`config.mk`:
```
export PLATFORM = sky130hd
export DESIGN_NAME = vram_cpu_arbiter
export DESIGN_NICKNAME = d
export VERILOG_FILES = /design/src/rtl/vram_arb_pkg.sv /design/src/rtl/vram_wrbuf.sv /design/src/rtl/vram_cpu_arbiter.sv
export SDC_FILE = /design/constraint.sdc
export NUM_CORES = 1
export LEC_CHECK = 0
export BUFFER_PORTS_ARGS = -buffer_cell sky130_fd_sc_hd__buf_2
export CORE_UTILIZATION = 45
export CTS_BUF_LIST = sky130_fd_sc_hd__clkbuf_2
export DETAILED_ROUTE_END_ITERATION = 7
export HOLD_SLACK_MARGIN = 0.02
export PLACE_DENSITY = 0.67
export SLEW_MARGIN = 10
export SYNTH_ARGS = -nofsm -noshare
export SYNTH_HDL_FRONTEND = slang
export SYNTH_SLANG_ARGS = --single-unit
```
`constraint.sdc`:
```
create_clock -name clk -period 5.04 [get_ports clk]
set_clock_uncertainty 0.05 [all_clocks]
set_input_delay 0.504 -clock clk [delete_from_list [all_inputs] [get_ports clk]]
set_output_delay 0.504 -clock clk [all_outputs]
set_load 0.05 [all_outputs]
```
`src/rtl/vram_arb_pkg.sv`:
```
// vram_arb_pkg: shared widths, FSM state encoding and the pending-operation record
// used by the CPU-to-tile-RAM arbiter and its posted-write buffer.
package vram_arb_pkg;

  localparam int VRAM_AW = 10;
  localparam int VRAM_DW = 8;

  typedef enum logic [2:0] {
    IDLE,
    WAIT_WIN,
    ACCESS,
    CAPTURE,
    DONE
  } arb_state_t;

  typedef struct packed {
    logic [VRAM_AW-1:0] addr;
    logic [VRAM_DW-1:0] data;
    logic               is_wr;
  } vram_op_t;

endpackage

```
`src/rtl/vram_wrbuf.sv`:
```
// vram_wrbuf: one-entry posted-write buffer. A CPU write parks here so the Z80 is
// released at once; the arbiter pops the entry after the write reaches the tile RAM.
module vram_wrbuf
  import vram_arb_pkg::*;
(
  input  logic     clk,
  input  logic     rst_n,
  input  logic     i_push,
  input  logic     i_pop,
  input  vram_op_t i_op,
  output vram_op_t o_op,
  output logic     o_full
);

  logic     r_full;
  vram_op_t r_op;

  // Occupancy flag: set on push, cleared once the buffered write has been issued.
  always_ff @(posedge clk or negedge rst_n) begin
    if (!rst_n) begin
      r_full <= 1'b0;
    end else if (i_push) begin
      r_full <= 1'b1;
    end else if (i_pop) begin
      r_full <= 1'b0;
    end
  end

  // Payload capture on push.
  // NOTE: the payload is storage qualified by r_full, so it needs no reset; only
  // the valid flag is reset, which also discards any pending write.
  always_ff @(posedge clk) begin
    if (i_push) begin
      r_op <= i_op;
    end
  end

  assign o_op   = r_op;
  assign o_full = r_full;

endmodule

```
`src/rtl/vram_cpu_arbiter.sv`:
```
// vram_cpu_arbiter: holds the Z80 on WAIT until composite blank has been stable for
// SETTLE cycles, then issues one strobe to the tile generator RAM port. Writes can be
// posted through a one-entry buffer, which drains ahead of any new CPU access.
module vram_cpu_arbiter
  import vram_arb_pkg::*;
#(
  parameter int unsigned SETTLE    = 2,
  parameter bit          POSTED_WR = 1'b1
) (
  input  logic               clk,
  input  logic               rst_n,
  input  logic               cmpblk,
  input  logic               cpu_sel,
  input  logic               cpu_rdn,
  input  logic               cpu_wrn,
  input  logic [VRAM_AW-1:0] cpu_addr,
  input  logic [VRAM_DW-1:0] cpu_din,
  output logic [VRAM_DW-1:0] cpu_dout,
  output logic               cpu_waitn,
  output logic               vram_rdn,
  output logic               vram_wrn,
  output logic [VRAM_AW-1:0] vram_addr,
  output logic [VRAM_DW-1:0] vram_din,
  input  logic [VRAM_DW-1:0] vram_dout,
  output logic               wbuf_full
);

  localparam logic [2:0] SETTLE_CNT = 3'(SETTLE);

  arb_state_t         r_state;
  logic               r_src_buf;   // current access services the posted buffer
  vram_op_t           r_op;
  logic [2:0]         r_win_cnt;
  logic               r_vram_rdn;
  logic               r_vram_wrn;
  logic [VRAM_AW-1:0] r_vram_addr;
  logic [VRAM_DW-1:0] r_vram_din;
  logic [VRAM_DW-1:0] r_cpu_dout;

  logic     w_req;
  logic     w_req_wr;
  logic     w_win_ok;
  logic     w_post_accept;
  logic     w_pop;
  logic     w_buf_full;
  vram_op_t w_req_op;
  vram_op_t w_buf_op;
  vram_op_t w_cur_op;

  // Both strobes low is treated as a write.
  assign w_req         = cpu_sel & (~cpu_rdn | ~cpu_wrn);
  assign w_req_wr      = ~cpu_wrn;
  assign w_req_op      = '{addr: cpu_addr, data: cpu_din, is_wr: w_req_wr};
  assign w_win_ok      = cmpblk && (r_win_cnt == SETTLE_CNT);
  assign w_post_accept = POSTED_WR && (r_state == IDLE) && w_req && w_req_wr && !w_buf_full;
  assign w_pop         = (r_state == ACCESS) && r_src_buf && cmpblk;
  assign w_cur_op      = r_src_buf ? w_buf_op : r_op;

  vram_wrbuf u_wrbuf (
    .clk    (clk),
    .rst_n  (rst_n),
    .i_push (w_post_accept),
    .i_pop  (w_pop),
    .i_op   (w_req_op),
    .o_op   (w_buf_op),
    .o_full (w_buf_full)
  );

  // Blank-window counter: restarts on every rising cmpblk, saturates at SETTLE.
  always_ff @(posedge clk or negedge rst_n) begin
    if (!rst_n) begin
      r_win_cnt <= '0;
    end else if (!cmpblk) begin
      r_win_cnt <= '0;
    end else if (r_win_cnt != SETTLE_CNT) begin
      r_win_cnt <= r_win_cnt + 3'd1;
    end
  end

  // Access sequencer with registered strobe, address, data and read-capture outputs.
  // NOTE: every state element here uses non-blocking assignment so all registers
  // update from the same pre-edge values, regardless of statement order.
  always_ff @(posedge clk or negedge rst_n) begin
    if (!rst_n) begin
      r_state     <= IDLE;
      r_src_buf   <= 1'b0;
      r_op        <= '0;
      r_vram_rdn  <= 1'b1;
      r_vram_wrn  <= 1'b1;
      r_vram_addr <= '0;
      r_vram_din  <= '0;
      r_cpu_dout  <= '0;
    end else begin
      r_vram_rdn <= 1'b1;
      r_vram_wrn <= 1'b1;
      case (r_state)
        IDLE: begin
          if (w_buf_full) begin
            r_src_buf <= 1'b1;
            r_state   <= WAIT_WIN;
          end else if (w_req) begin
            r_src_buf <= 1'b0;
            r_op      <= w_req_op;
            r_state   <= w_post_accept ? DONE : WAIT_WIN;
          end
        end
        WAIT_WIN: begin
          if (!r_src_buf && !r_op.is_wr && !w_req) begin
            r_state <= IDLE;                 // abandoned read; writes always finish
          end else if (w_win_ok) begin
            r_state     <= ACCESS;
            r_vram_rdn  <= w_cur_op.is_wr;
            r_vram_wrn  <= ~w_cur_op.is_wr;
            r_vram_addr <= w_cur_op.addr;
            if (w_cur_op.is_wr) begin
              r_vram_din <= w_cur_op.data;
            end
          end
        end
        ACCESS: begin
          if (!cmpblk) begin
            r_state <= WAIT_WIN;             // window closed under the strobe: retry
          end else if (r_src_buf) begin
            r_src_buf <= 1'b0;
            r_state   <= IDLE;
          end else if (r_op.is_wr) begin
            r_state <= DONE;
          end else begin
            r_state <= CAPTURE;
          end
        end
        CAPTURE: begin
          r_cpu_dout <= vram_dout;
          r_state    <= DONE;
        end
        DONE: begin
          if (!cpu_sel || (cpu_rdn && cpu_wrn)) begin
            r_state <= IDLE;
          end
        end
        default: r_state <= IDLE;
      endcase
    end
  end

  // WAIT is combinational so the Z80 is stalled in the very cycle it asks.
  // NOTE: cpu_waitn gets a default before the case so no path leaves it unassigned,
  // which would otherwise infer a latch.
  always_comb begin
    cpu_waitn = 1'b1;
    case (r_state)
      IDLE:                      if (w_req && !w_post_accept) cpu_waitn = 1'b0;
      WAIT_WIN, ACCESS, CAPTURE: if (!r_src_buf || w_req)     cpu_waitn = 1'b0;
      default:                   cpu_waitn = 1'b1;
    endcase
  end

  // The registered strobe is masked by cmpblk so a window that closes during
  // ACCESS never presents a strobe; the sequencer then retries.
  assign vram_rdn  = r_vram_rdn | ~cmpblk;
  assign vram_wrn  = r_vram_wrn | ~cmpblk;
  assign vram_addr = r_vram_addr;
  assign vram_din  = r_vram_din;
  assign cpu_dout  = r_cpu_dout;
  assign wbuf_full = w_buf_full;

endmodule

```
==> reports/metrics.yaml <==
run_status:
  status: "completed"
critical_path:
  r2r-start: "r_state[1]$_DFFE_PN0P_"
  rr_worst_depth: 3
  cp-end-kind: "register"
  required_ns: 5.38
  r2r_slack_ns: 2.59
  path_class: "reg2reg"
  crit_path_max_fanout: 12
  worst_ep_arrival_time_ns: 2.78
  start_kind: "register"
  reg2reg_to: "vram_addr[7]$_DFFE_PN0P_"
yosys:
  syn-cell-area_um2: 3100
  synth_edf_count: 19
  yosys_warnings: 0
  avgSynthCellArea_um2: 15.7
  yosysTopAreaCell: "dfrtp_1"
  yosys-top-cells-area: "dfrtp_1 (43%), mux2_2 (19%), edfxtp_1 (18%)"
  yosysTopAreaCellShare_pct: 42.8
  synthFlopType: "dfrtp_1"
  ys_seq_elements: 74
  synthDistinctLibCells: 38
  synth_fp_nets: 231
  synth_cells: 197
  ys_async_sr_fraction_pct: 74.3
  synth-seq-area-share_pct: 62.9
pwr:
  power.density_nw_per_um2: 606
  p_clk_share_pct: 14.3
  switching_share_pct: 41.4
  ir_drop_mv: 0.343
  p_switching_mw: 0.901
  finalPower_mw: 2.18
  p_int_mw: 1.27
  p_leak_nw: 1.64
  p_seq_share_pct: 42.9
  pwr-share-comb_pct: 42.8
timing:
  fin_tns_setup_ns: 0
  setup_violations: 0
  rsz0062_at_grt: "no"
  period_needed_ns: 2.45
  worst_slew_pin_slew_ns: 1.08
  final_max_slew_viol_count: 0
  fin_crit_sh_pct: 48.5
  timing.fmax_ghz: 0.409
  slew_headroom_pct: 28.0
  final-hold-violation-count: 0
clocking:
  cts.htree.levels: 3
  path_clk_slew_ns: 0.20
  clock_latency_ns: 0.50
  cts_made_buffers: 9
  cts_setup_buffers: 0
  cts_resized: 0
  ctsHoldBuffers: 0
  clock_sinks: 74
  cts-root-buf: "clkbuf_2"
  cts_buffer_depth: 2
  cts_tree: "built"
grt:
  gr-usage-all-layers_pct: 16.5
  grt_remaining_overflow: 0
  grt_max_degree: 56
  first_global_vias: 1845
  grt_pass1_wl_mm: 8.88
  antenna_found_initial: 0
cells_and_area:
  final_cell_mix: "buf_2 (61), mux2_2 (53), dfrtp_1 (53)"
  fillers: 554
  syn2layout_area_growth_pct: 15.9
  layout_commonest_cell: "buf_2"
  drive_above_1_share_pct: 55.0
  n_antenna_cell: 0
  fin_nets: 298
drt:
  wl_mm: 5.33
  first_pass_iters: 4
  ant_nets: 0
  vias_per_cell: 5.26
  routedWlPerCell_um: 15.4
  drc: 0
  drt_iter0_markers: 117
  vias: 1820
job:
  drv_cap: 0
min_path:
  hold_path_class: "in2async"
floorplan:
  rows: 29
  start_util_pct: 47.7
  ioPinCount: 62
  die_h_um: 85.0
  die_w_um: 85.0
  dieArea_um2: 7230
  fp.coreArea_um2: 6490
placement:
  gp_congestion: 0.742
  hpwl_mm: 3.43
  portBuffers: 61
## flip-flops by register name, indices dropped and copies added, names as in the netlist
| signal | count |
|---|---|
| r_op | 19 |
| r_state | 3 |
| r_src_buf | 1 |
| r_vram_wrn | 1 |
| u_wrbuf.o_op | 19 |
| r_win_cnt | 3 |
| vram_addr | 10 |
| r_vram_rdn | 1 |
| cpu_dout | 8 |
| u_wrbuf.o_full | 1 |
| vram_din | 8 |
## critical path: stages, from the launching register on
cell and delay (ns):
dfrtp_1 0.52, or3b_1 0.50, a211oi_2 0.87, mux2_2 0.42
## cell families after synthesis
group	count (synthesis)	synth area share [%]
AO/OA/AOI/OAI	15	3.71
multiplexers	64	24.3
flip-flops	74	62.9
adder cells (fa/ha/maj)	2	0.807
XOR/XNOR	1	0.283
AND/OR/NAND/NOR	29	6.09
buffers and inverters	12	1.98
## worst max path at each step
stage | startpoint | slack [ns] | cells past startpoint | endpoint
floorplan | u_wrbuf.o_full$_DFFE_PN0P_ | 1.24 | 2 | u_wrbuf.o_op[0]$_DFFE_PP_
global placement | r_state[1]$_DFFE_PN0P_ | 2.62 | 3 | vram_addr[4]$_DFFE_PN0P_
detailed placement | r_state[1]$_DFFE_PN0P_ | 2.57 | 3 | vram_addr[8]$_DFFE_PN0P_
CTS | r_state[1]$_DFFE_PN0P_ | 2.55 | 3 | vram_addr[8]$_DFFE_PN0P_
global route | r_state[1]$_DFFE_PN0P_ | 2.49 | 3 | vram_addr[5]$_DFFE_PN0P_
finish | r_state[1]$_DFFE_PN0P_ | 2.59 | 3 | vram_addr[7]$_DFFE_PN0P_
## cell type report
| type | instances | area [um^2] | area share, % |
|---|---|---|---|
| sequential | 74 | 1950 | 54.3 |
| multi-input combinational | 111 | 1100 | 30.5 |
| timing repair buffer | 64 | 328 | 9.13 |
| tap | 77 | 96.3 | 2.68 |
| clock inverter | 6 | 57.6 | 1.60 |
| clock buffer | 10 | 50.0 | 1.39 |
| inverter | 4 | 15.0 | 0.418 |
## per-stage QoR
stage / cells / worst slack [ns] / area (um^2) / utilization (%) / hold slack, ns
global route: 346 / 2.49 / 3590 / 55.3 / 0.0682
floorplan: 197 / 1.24 / 3100 / - / 0.158
detailed placement: 330 / 2.57 / 3480 / 53.7 / 0.438
CTS: 346 / 2.55 / 3590 / 55.3 / 0.0430
finish: 346 / 2.59 / 3590 / 55.3 / 0.0466
global placement: 330 / 2.62 / 3480 / 53.7 / 0.430
## power by group through the flow
stage | sequential [mW] | combinational, mW | clock [mW]
after detailed placement | 0.950 | 0.939 | 0
after global placement | 0.945 | 0.924 | 0
after CTS | 0.937 | 0.942 | 0.323
final | 0.934 | 0.931 | 0.310
after global routing | 0.962 | 0.991 | 0.349
after floorplan | 1.29 | 0.379 | 0
## cell usage after synthesis, drive strengths merged (2+ instances only)
library cell,number
dfstp,2
nand3b,4
or3,2
and2,2
nand2,2
a21o,2
nor2b,3
edfxtp,19
clkbuf,5
ha,2
o21ai,4
nor2,5
dfrtp,53
mux2,62
mux2i,2
inv,4
nand2b,3
buf,3
## routing by layer
metal | share of wire (%) | vias up | GRT usage [%]
met4 | 1.3 | 0 | 7.86
met1 | 45 | 907 | 21.1
li1 | - | 858 | -
met2 | 49 | 46 | 25.8
met3 | 4.5 | 9 | 5.06
met5 | 0 | - | 0
Note: power is estimated with default switching activity, not from simulation.
